## config.mk

```make
export PLATFORM = sky130hd
export DESIGN_NAME = lsu_mw
export DESIGN_NICKNAME = d
export VERILOG_FILES = /design/src/rtl/riscv_pkg.sv /design/src/rtl/lsu_align.sv /design/src/rtl/lsu_mw.sv
export SDC_FILE = /design/constraint.sdc
export NUM_CORES = 1
export LEC_CHECK = 0
export BUFFER_PORTS_ARGS = -buffer_cell sky130_fd_sc_hd__buf_2
export CORE_UTILIZATION = 40
export DETAILED_ROUTE_END_ITERATION = 8
export GPL_TIMING_DRIVEN = 0
export HOLD_SLACK_MARGIN = 0.02
export PLACE_DENSITY = 0.77
export SLEW_MARGIN = 25
export SYNTH_ARGS = -nofsm -noshare
export SYNTH_HDL_FRONTEND = slang
export SYNTH_SLANG_ARGS = --single-unit
```

## constraint.sdc

```tcl
create_clock -name clk -period 4.7 [get_ports clk]
set_clock_uncertainty 0.05 [all_clocks]
set_input_delay 0.94 -clock clk [delete_from_list [all_inputs] [get_ports clk]]
set_output_delay 0.94 -clock clk [all_outputs]
set_load 0.02 [all_outputs]
```

## src/rtl/riscv_pkg.sv

```systemverilog
// Shared RV32I decode constants and the MW-stage LSU state encoding.
// Contents: opcode/funct3 localparams for loads and stores, lsu_state_e.
package riscv_pkg;

  localparam logic [6:0] OPC_LOAD  = 7'b0000011;
  localparam logic [6:0] OPC_STORE = 7'b0100011;

  localparam logic [2:0] F3_B  = 3'b000;
  localparam logic [2:0] F3_H  = 3'b001;
  localparam logic [2:0] F3_W  = 3'b010;
  localparam logic [2:0] F3_BU = 3'b100;
  localparam logic [2:0] F3_HU = 3'b101;

  typedef enum logic [1:0] {
    IDLE = 2'd0,
    BUSY = 2'd1,
    DONE = 2'd2
  } lsu_state_e;

endpackage

```

## src/rtl/lsu_align.sv

```systemverilog
// Combinational byte-lane logic for the LSU.
// Ports: funct3/off select size and lane; rs2 -> wmask/wdata (store lanes),
//        rdata -> ldata (extracted and sign/zero-extended load value).
module lsu_align
  import riscv_pkg::*;
(
  input  logic [2:0]  funct3,
  input  logic [1:0]  off,
  input  logic [31:0] rs2,
  input  logic [31:0] rdata,
  output logic [3:0]  wmask,
  output logic [31:0] wdata,
  output logic [31:0] ldata
);

  logic [7:0]  rbyte;
  logic [15:0] rhalf;

  // Store: replicate the source across lanes so the mask alone picks the lane.
  always_comb begin
    wmask = 4'b1111;
    wdata = rs2;
    case (funct3[1:0])
      2'b00: begin
        wmask = 4'b0001 << off;
        wdata = {4{rs2[7:0]}};
      end
      2'b01: begin
        wmask = 4'b0011 << off;
        wdata = {2{rs2[15:0]}};
      end
      default: ;
    endcase
  end

  // Load: halfwords are aligned, so only off[1] selects the half.
  always_comb begin
    rbyte = rdata[{off, 3'b000} +: 8];
    rhalf = rdata[{off[1], 4'b0000} +: 16];
    case (funct3)
      F3_B:    ldata = {{24{rbyte[7]}}, rbyte};
      F3_H:    ldata = {{16{rhalf[15]}}, rhalf};
      F3_BU:   ldata = {24'd0, rbyte};
      F3_HU:   ldata = {16'd0, rhalf};
      default: ldata = rdata;
    endcase
  end

endmodule

```

## src/rtl/lsu_mw.sv

```systemverilog
// MW-stage load/store unit: one req/ack bus transaction per aligned access,
// load formatting for writeback, pipeline stall, misalign/timeout exceptions.
// Ports: clk/rst; opcode_mw/funct3_mw/addr_mw/wdata_mw from the MW register;
//        mem_* data-memory bus; load_data, stall_mw, misalign_exc, fault_exc,
//        bad_addr towards writeback / hazard / CSR logic.
module lsu_mw
  import riscv_pkg::*;
#(
  parameter int unsigned TIMEOUT = 16,
  parameter int unsigned XLEN    = 32
) (
  input  logic            clk,
  input  logic            rst,
  input  logic [6:0]      opcode_mw,
  input  logic [2:0]      funct3_mw,
  input  logic [XLEN-1:0] addr_mw,
  input  logic [XLEN-1:0] wdata_mw,
  output logic            mem_req,
  output logic            mem_we,
  output logic [XLEN-1:0] mem_addr,
  output logic [3:0]      mem_wmask,
  output logic [XLEN-1:0] mem_wdata,
  input  logic            mem_ack,
  input  logic [XLEN-1:0] mem_rdata,
  output logic [XLEN-1:0] load_data,
  output logic            stall_mw,
  output logic            misalign_exc,
  output logic            fault_exc,
  output logic [XLEN-1:0] bad_addr
);

  localparam int unsigned CNT_W = $clog2(TIMEOUT);

  lsu_state_e      state_q, state_d;
  logic [CNT_W-1:0] cnt_q, cnt_d;
  logic [2:0]      f3_q, f3_d;
  logic            we_q, we_d;
  logic [XLEN-1:0] addr_q, addr_d;
  logic [XLEN-1:0] wdata_q, wdata_d;
  logic [XLEN-1:0] load_data_q, load_data_d;
  logic [XLEN-1:0] bad_addr_q, bad_addr_d;
  logic            misalign_q, misalign_d;
  logic            fault_q, fault_d;

  logic            legal_c, misalign_c, is_store_c, start_c, busy_c;
  logic [2:0]      sel_f3_c;
  logic [XLEN-1:0] sel_addr_c, sel_wdata_c;
  logic [3:0]      al_wmask_c;
  logic [XLEN-1:0] al_wdata_c, al_ldata_c;

  // Decode of the instruction currently held in the MW register.
  always_comb begin
    legal_c = 1'b0;
    if (opcode_mw == OPC_LOAD)
      legal_c = funct3_mw inside {F3_B, F3_H, F3_W, F3_BU, F3_HU};
    else if (opcode_mw == OPC_STORE)
      legal_c = funct3_mw inside {F3_B, F3_H, F3_W};
    misalign_c = ((funct3_mw[1:0] == 2'b01) && addr_mw[0]) ||
                 ((funct3_mw[1:0] == 2'b10) && (addr_mw[1:0] != 2'b00));
    is_store_c = (opcode_mw == OPC_STORE);
  end

  assign busy_c  = (state_q == BUSY);
  assign start_c = (state_q == IDLE) && legal_c && !misalign_c && !rst;

  // Request cycle drives from the live inputs; BUSY replays the captured copy.
  assign sel_f3_c    = busy_c ? f3_q    : funct3_mw;
  assign sel_addr_c  = busy_c ? addr_q  : addr_mw;
  assign sel_wdata_c = busy_c ? wdata_q : wdata_mw;

  lsu_align u_align (
    .funct3 (sel_f3_c),
    .off    (sel_addr_c[1:0]),
    .rs2    (sel_wdata_c),
    .rdata  (mem_rdata),
    .wmask  (al_wmask_c),
    .wdata  (al_wdata_c),
    .ldata  (al_ldata_c)
  );

  assign mem_req   = start_c || busy_c;
  assign stall_mw  = mem_req;
  assign mem_we    = mem_req && (busy_c ? we_q : is_store_c);
  assign mem_addr  = mem_req ? {sel_addr_c[XLEN-1:2], 2'b00} : '0;
  assign mem_wmask = mem_we ? al_wmask_c : 4'b0000;
  assign mem_wdata = mem_we ? al_wdata_c : '0;

  assign load_data    = load_data_q;
  assign bad_addr     = bad_addr_q;
  assign misalign_exc = misalign_q;
  assign fault_exc    = fault_q;

  // Next-state and registered-output logic.
  always_comb begin
    state_d     = state_q;
    cnt_d       = cnt_q;
    f3_d        = f3_q;
    we_d        = we_q;
    addr_d      = addr_q;
    wdata_d     = wdata_q;
    load_data_d = load_data_q;
    bad_addr_d  = bad_addr_q;
    misalign_d  = 1'b0;
    fault_d     = 1'b0;
    case (state_q)
      IDLE: begin
        if (start_c) begin
          state_d = BUSY;
          cnt_d   = '0;
          f3_d    = funct3_mw;
          we_d    = is_store_c;
          addr_d  = addr_mw;
          wdata_d = wdata_mw;
        end else if (legal_c && misalign_c) begin
          misalign_d = 1'b1;
          bad_addr_d = addr_mw;
        end
      end
      BUSY: begin
        if (mem_ack) begin
          if (!we_q) load_data_d = al_ldata_c;
          state_d = DONE;
        end else if (cnt_q == CNT_W'(TIMEOUT - 1)) begin
          fault_d    = 1'b1;
          bad_addr_d = addr_q;
          state_d    = DONE;
        end else begin
          cnt_d = cnt_q + CNT_W'(1);
        end
      end
      DONE:    state_d = IDLE;
      default: state_d = IDLE;
    endcase
  end

  always_ff @(posedge clk) begin
    if (rst) begin
      state_q     <= IDLE;
      cnt_q       <= '0;
      f3_q        <= 3'b000;
      we_q        <= 1'b0;
      addr_q      <= '0;
      wdata_q     <= '0;
      load_data_q <= '0;
      bad_addr_q  <= '0;
      misalign_q  <= 1'b0;
      fault_q     <= 1'b0;
    end else begin
      state_q     <= state_d;
      cnt_q       <= cnt_d;
      f3_q        <= f3_d;
      we_q        <= we_d;
      addr_q      <= addr_d;
      wdata_q     <= wdata_d;
      load_data_q <= load_data_d;
      bad_addr_q  <= bad_addr_d;
      misalign_q  <= misalign_d;
      fault_q     <= fault_d;
    end
  end

endmodule

```

==> impl_metrics.env, run 1 <==
export IMPL_cp_slowest_stage_delay_ns=0.65
export IMPL_synthesis_warnings=0
export IMPL_worst_skew_pair_late_latency_ns=0.43
export IMPL_worst_setup_path_startpoint="opcode_mw[3]"
export IMPL_core_rowCount=48
export IMPL_route_vias_total=7821
export IMPL_postSynth_topFlopCell="sky130_fd_sc_hd__dfxtp_1"
export IMPL_cts_tree="built"
export IMPL_crit_slowest_cell="sky130_fd_sc_hd__nor4_1"
export IMPL_clk_transition_reported_paths_ns=0.06
export IMPL_holdCritPathClass="reg -> reg"
export IMPL_final_wirelength_mm=24.66
export IMPL_area_growth_syn_to_fin_pct=28.81
export IMPL_cap_viol_max_count=0
export IMPL_die_height_um=136.0
export IMPL_drc_errors=0
export IMPL_finish_net_count=1273
export IMPL_placeable_core_region_mm2=0.01742
export IMPL_layout_min_cycle_time_ns=4.181
export IMPL_crit_path_start_kind="input port"
export IMPL_rsz_0062_raised_after_global_routing="no"
export IMPL_synth_seq_area_share=0.3900
export IMPL_dp_final_hpwl_mm=18.29
export IMPL_cell_chain_of_the_critical_path="buf_2, nor4_1, o2111a_1, a32oi_1, inv_2, o21ai_1, a2111oi_2, buf_2"
export IMPL_worst_hold_path_endpoint="wdata_q[0]"
export IMPL_initial_utilization=0.4126
export IMPL_route_detailed_wl_per_inst_um=17.55
export IMPL_ant_nets=0
export IMPL_post_route_cells_drive_above_1_share=0.3053
export IMPL_via_per_inst=5.567
export IMPL_synth_top_area_cell="sky130_fd_sc_hd__dfxtp_1"
export IMPL_worst_path_most_repeated_cell="sky130_fd_sc_hd__buf_2"
export IMPL_status="finished, final reports clean"
export IMPL_timing_max_transition_violations_final=0
export IMPL_synth_seq_cells=140
export IMPL_fp_dieW_um=136.0
export IMPL_worst_endpoint_required_ns=3.71
export IMPL_global_route_usage_total=0.2590
export IMPL_fmax_ghz=0.2392
export IMPL_min_delay_path_depth=2
export IMPL_synth_top_family_by_area="compound AO/OA/AOI/OAI gates"
export IMPL_p_leak_nw=4.040
export IMPL_worstReg2RegStart="state_q[1]"
export IMPL_netlist_area_mm2=0.007187
export IMPL_synth_edff_count=0
export IMPL_postSynth_asyncResetShare=0
export IMPL_timing_critical_path_arrival_ns=3.19
export IMPL_cts_htree_levels=4
export IMPL_power_total_mw=2.706
export IMPL_post_cts_resized=0
export IMPL_timing_setup_critical_path_class="in -> out"
export IMPL_ir_worst_vdd_v=0.0002417
export IMPL_max_slew_margin_rel=0.4655
export IMPL_timing_critical_path_fanout_max=8
export IMPL_cts_root_buf="sky130_fd_sc_hd__clkbuf_16"
export IMPL_synth_lib_cells_used_distinct=66
export IMPL_netlist_instances=901
export IMPL_overflow=0
export IMPL_synth_area_in_simple_gates=0.2136
export IMPL_max_buffers_root_to_sink=2
export IMPL_syn_avg_cell_area_um2=7.977
export IMPL_power_per_cell_area_mw_per_mm2=292.3
export IMPL_firstDrtPassIters=5
export IMPL_cts_inserted_buffers=17
export IMPL_antenna_found_initial=4
export IMPL_timing_hold_worst_start="wdata_q[0]"
export IMPL_finalSetupViolCount=0
export IMPL_synth_compound_area_share=0.2430
export IMPL_io_pins=246
export IMPL_utilization=0.5315
export IMPL_gp_routability_congestion=0.9096
export IMPL_synth_xor_area_frac=0.002437
export IMPL_final_tns_setup_ns=0
export IMPL_finalCritPeriodShare=0.8895
export IMPL_finalHoldViolCount=0
export IMPL_first_pass_grt_wire_length_mm=37.18
export IMPL_drt_initial_drc_count=503
export IMPL_post_synth_fa_ha_maj_area_fraction=0.001741
export IMPL_post_cts_setup_buffer_count=0
export IMPL_grt_start_max_net_pins=17
export IMPL_worstMarginPinSlew_ns=0.8017
export IMPL_synth_mux_area_fraction=0.08618
export IMPL_reg2reg_slack_ns=2.48
export IMPL_clock_sinks=140
export IMPL_filler_cell_count=1696
export IMPL_numPortBuffers=242
export IMPL_r2r_end="load_data[4]"
export IMPL_synth_top_cells_by_area="sky130_fd_sc_hd__dfxtp_1, sky130_fd_sc_hd__nand2_1, sky130_fd_sc_hd__a21oi_1"
export IMPL_r2r_cells=6
export IMPL_worst_setup_path_end_kind="output port"
export IMPL_cts_hold_buffers=0
export IMPL_floorplan_die_area_mm2=0.01851
export IMPL_vias_in_the_first_global_route=7175
export IMPL_synth_top_cell_area_share=0.3900
==> how the worst max path moves through the flow <==
stage / end / cells after the start
floorplan: mem_wdata[30] / 7
global placement: mem_wdata[30] / 8
detailed placement: mem_wdata[30] / 8
CTS: mem_wdata[30] / 8
global route: mem_wdata[30] / 8
finish: mem_wdata[30] / 8
==> critical path: cells and delay by family <==
| family | cells | cell delay, ns |
|---|---|---|
| AO/OA/AOI/OAI | 4 | 1.08 |
| AND/OR/NAND/NOR | 1 | 0.65 |
| buffers and inverters | 3 | 0.51 |
==> cell families (layout without fill, tap and decap cells) <==
logic type,count (synthesis),in the layout
simple gates,354,354
compound gates,262,262
flops,140,140
buf+inv,85,359
mux,56,56
xor+xnor,2,2
fa+ha+maj,1,1
other cells,1,6
==> metal layers <==
layer | up-vias | GRT usage | share of wire | wire, um
met5 | - | 0 | 0.00045 | 11
li1 | 3724 | - | - | -
met1 | 3650 | 0.3260 | 0.41 | 10200
met2 | 377 | 0.4137 | 0.47 | 11590
met3 | 68 | 0.06003 | 0.081 | 2009
met4 | 2 | 0.1278 | 0.034 | 850
==> Yosys cell counts, types with 11 or more instances <==
| cell | instances |
|---|---|
| sky130_fd_sc_hd__buf_2 | 29 |
| sky130_fd_sc_hd__nand2_1 | 248 |
| sky130_fd_sc_hd__mux2i_1 | 41 |
| sky130_fd_sc_hd__clkbuf_1 | 36 |
| sky130_fd_sc_hd__a21oi_1 | 137 |
| sky130_fd_sc_hd__a211oi_1 | 46 |
| sky130_fd_sc_hd__a311oi_1 | 23 |
| sky130_fd_sc_hd__dfxtp_1 | 140 |
| sky130_fd_sc_hd__and2_1 | 11 |
| sky130_fd_sc_hd__nor2_1 | 49 |
| sky130_fd_sc_hd__nor3b_1 | 14 |
==> registers in the layout, summed over array words and instances, names as in the netlist <==
register	flops
fault_exc	1
f3_q	3
state_q	2
we_q	1
bad_addr	32
wdata_q	32
addr_q	32
misalign_exc	1
load_data	32
cnt_q	4
==> metrics by stage <==
step	hold WS [ns]	setup WS [ns]	cells	area, um2
after CTS	0.4043	0.5781	1401	9248
after global placement	0.3902	0.6125	1369	8683
after detailed placement	0.3960	0.5758	1369	8683
after global routing	0.4178	0.4271	1403	9253
final	0.4038	0.5194	1405	9258
after floorplan	0.3838	1.139	902	7191
==> placed cells by master, fill, tap and decap left out, drive strengths merged, types with 10 or more instances in the layout <==
cell    count
dfxtp     140
nor3b      15
mux2i      43
clkbuf     57
and2       12
buf       287
a211oi     47
nor2       50
o21ai      12
nor3       10
a311oi     24
a21oi     138
mux2       12
nand2     248
==> final cells by class <==
cell class	instances	area, um2	share of cell area
Tap cell	225	281.5	0.03041
Sequential cell	140	2803	0.3027
Inverter	4	15.01	0.001622
Multi-Input combinational cell	677	3939	0.4255
Timing Repair Buffer	242	1211	0.1308
Antenna cell	4	10.01	0.001081
Clock inverter	11	93.84	0.01014
Buffer	81	434.2	0.04690
Clock buffer	21	470.5	0.05082
==> report_power, final <==
part           switching, mW  internal, mW  total (mW)
clock network          0.539         0.765        1.30
registers            0.00154          1.19        1.19
logic                  0.132        0.0798       0.212
total                  0.672          2.03        2.71
No activity file was read; power rests on OpenSTA's default activity.
==> inputs of run 2 (changes only) <==
--- a/config.mk
+++ b/config.mk
@@ -6,11 +6,13 @@
 export NUM_CORES = 1
 export LEC_CHECK = 0
 export BUFFER_PORTS_ARGS = -buffer_cell sky130_fd_sc_hd__buf_2
+export CAP_MARGIN = 20
 export CORE_UTILIZATION = 40
+export CTS_CLUSTER_SIZE = 12
 export DETAILED_ROUTE_END_ITERATION = 8
 export GPL_TIMING_DRIVEN = 0
 export HOLD_SLACK_MARGIN = 0.02
-export PLACE_DENSITY = 0.77
+export PLACE_DENSITY = 0.8
 export SLEW_MARGIN = 25
 export SYNTH_ARGS = -nofsm -noshare
 export SYNTH_HDL_FRONTEND = slang
==> constraint.sdc (replaced) <==
create_clock -name clk -period 3.4 [get_ports clk]
set_clock_uncertainty 0.05 [all_clocks]
set_input_delay 0.68 -clock clk [delete_from_list [all_inputs] [get_ports clk]]
set_output_delay 0.68 -clock clk [all_outputs]
set_load 0.02 [all_outputs]
==> run 2 against run 1 <==
Compared with the run above: critical path depth fell by 1; wire length rose by 0.31%; power rose by 46%; sequential share of layout area fell by 0.35 points; register-to-register slack got worse by 1.4 ns; die area did not move; clock power rose by 55%; sequential power rose by 39%; first-iteration DRC count fell by 2.2%.
==> impl_metrics.env, run 2 (synthesis results as in run 1) <==
export IMPL_status="finished, final reports clean"
export IMPL_power_per_cell_area_mw_per_mm2=422.9
export IMPL_max_slew_margin_rel=0.4671
export IMPL_grt_start_max_net_pins=19
export IMPL_p_leak_nw=4.087
export IMPL_worst_hold_path_endpoint="wdata_q[9]"
export IMPL_rsz_0062_raised_after_global_routing="no"
export IMPL_worst_setup_path_end_kind="output port"
export IMPL_final_cell_mix="sky130_fd_sc_hd__buf_2, sky130_fd_sc_hd__nand2_1, sky130_fd_sc_hd__dfxtp_1"
export IMPL_cts_tree="built"
export IMPL_worstReg2RegStart="state_q[0]"
export IMPL_worst_endpoint_required_ns=2.67
export IMPL_dp_final_hpwl_mm=18.47
export IMPL_clock_sinks=140
export IMPL_worst_skew_pair_late_latency_ns=0.42
export IMPL_timing_max_transition_violations_final=0
export IMPL_r2r_cells=7
export IMPL_die_height_um=136.0
export IMPL_ant_nets=0
export IMPL_route_vias_total=7833
export IMPL_layout_min_cycle_time_ns=3.326
export IMPL_drt_initial_drc_count=492
export IMPL_io_pins=246
export IMPL_placeable_core_region_mm2=0.01742
export IMPL_numPortBuffers=242
export IMPL_timing_critical_path_fanout_max=10
export IMPL_timing_critical_path_arrival_ns=2.60
export IMPL_first_pass_grt_wire_length_mm=37.06
export IMPL_fp_dieW_um=136.0
export IMPL_firstDrtPassIters=5
export IMPL_max_buffers_root_to_sink=2
export IMPL_cts_inserted_buffers=17
export IMPL_layout_commonest_cell="sky130_fd_sc_hd__buf_2"
export IMPL_drc_errors=0
export IMPL_final_wirelength_mm=24.73
export IMPL_detailed_place_area_mm2=0.008683
export IMPL_cap_viol_max_count=0
export IMPL_finish_net_count=1272
export IMPL_crit_path_start_kind="flop"
export IMPL_holdCritPathClass="reg -> reg"
export IMPL_initial_utilization=0.4126
export IMPL_finalHoldViolCount=0
export IMPL_floorplan_die_area_mm2=0.01851
export IMPL_timing_hold_worst_start="wdata_q[9]"
export IMPL_cts_htree_levels=4
export IMPL_clk_transition_reported_paths_ns=0.06
export IMPL_antenna_found_initial=1
export IMPL_global_route_usage_total=0.2579
export IMPL_core_rowCount=48
export IMPL_vias_in_the_first_global_route=7260
export IMPL_timing_setup_critical_path_class="reg -> out"
export IMPL_ir_worst_vdd_v=0.0003585
export IMPL_fmax_ghz=0.3006
export IMPL_route_detailed_wl_per_inst_um=17.65
export IMPL_r2r_end="addr_q[31]"
export IMPL_area_growth_syn_to_fin_pct=30.40
export IMPL_min_delay_path_depth=2
export IMPL_via_per_inst=5.591
export IMPL_post_layout_instance_area_mm2=0.009371
export IMPL_worstMarginPinSlew_ns=0.7993
export IMPL_filler_cell_count=1716
export IMPL_reg2reg_slack_ns=1.12
export IMPL_post_route_cells_drive_above_1_share=0.3115
export IMPL_final_tns_setup_ns=0
export IMPL_cts_root_buf="sky130_fd_sc_hd__clkbuf_16"
export IMPL_overflow=0
export IMPL_gp_routability_congestion=0.9173
export IMPL_finalCritPeriodShare=0.9783
export IMPL_finalSetupViolCount=0
==> run 2: cell type report <==
| cell class | count | area (um2) | share of cell area |
|---|---|---|---|
| Timing Repair Buffer | 242 | 1211 | 0.1292 |
| Multi-Input combinational cell | 677 | 3979 | 0.4246 |
| Antenna cell | 1 | 2.502 | 0.0002670 |
| Buffer | 80 | 442.9 | 0.04726 |
| Clock inverter | 11 | 165.2 | 0.01762 |
| Clock buffer | 21 | 470.5 | 0.05020 |
| Inverter | 4 | 15.01 | 0.001602 |
| Tap cell | 225 | 281.5 | 0.03004 |
| Sequential cell | 140 | 2804 | 0.2992 |
==> run 2: power by group <==
group	internal (mW)	switching, mW
Sequential	1.64	0.00210
Clock	1.28	0.739
Combinational	0.112	0.184
==> run 2: repair_timing <==
item / 4_1_cts / 5_1_grt
setup buffers: 0 / 0
endpoints found under the setup margin: 29 / 14
hold buffers: 0 / 0
pin swaps: 0 / 0
resized for setup: 4 / 9
==> run 2: layer usage <==
metal	GRT usage	routed length, um	up-vias
li1	-	-	3703
met1	0.3196	10320	3663
met2	0.4179	11470	397
met5	0	0	-
met4	0.1117	853	0
met3	0.06898	2092	70
==> run 2: worst max path at each step <==
stage | depth (start not counted) | slack, ns | from | end
floorplan | 7 | 0.36 | funct3_mw[0] | mem_wdata[30]
global placement | 8 | -0.16 | opcode_mw[3] | mem_wdata[30]
detailed placement | 8 | -0.20 | opcode_mw[3] | mem_wdata[30]
CTS | 8 | 0.01 | opcode_mw[3] | mem_wdata[30]
global route | 7 | 0.01 | state_q[1] | mem_wdata[19]
finish | 7 | 0.07 | state_q[1] | mem_wdata[21]
==> run 2: through the flow <==
stage / hold WS, ns / worst slack, ns / utilization / instances / total power, mW
2_1_floorplan: 0.3838 / 0.3594 / - / 902 / 1.828
3_3_place_gp: 0.3908 / -0.1636 / 0.4986 / 1369 / 1.966
3_5_place_dp: 0.3963 / -0.1973 / 0.4986 / 1369 / 1.966
4_1_cts: 0.4050 / 0.01176 / 0.5358 / 1400 / 3.967
5_1_grt: 0.4206 / 0.01135 / 0.5379 / 1400 / 4.069
6_report: 0.4032 / 0.07373 / 0.5381 / 1401 / 3.963
==> run 2: worst max-delay path, cell delays in order, from the launching register on <==
cell and delay [ns]:
sky130_fd_sc_hd__dfxtp_1 0.46, sky130_fd_sc_hd__nand2b_4 0.24, sky130_fd_sc_hd__buf_8 0.17, sky130_fd_sc_hd__mux2_4 0.34, sky130_fd_sc_hd__buf_4 0.19, sky130_fd_sc_hd__buf_2 0.20, sky130_fd_sc_hd__a311oi_1 0.33, sky130_fd_sc_hd__buf_2 0.23
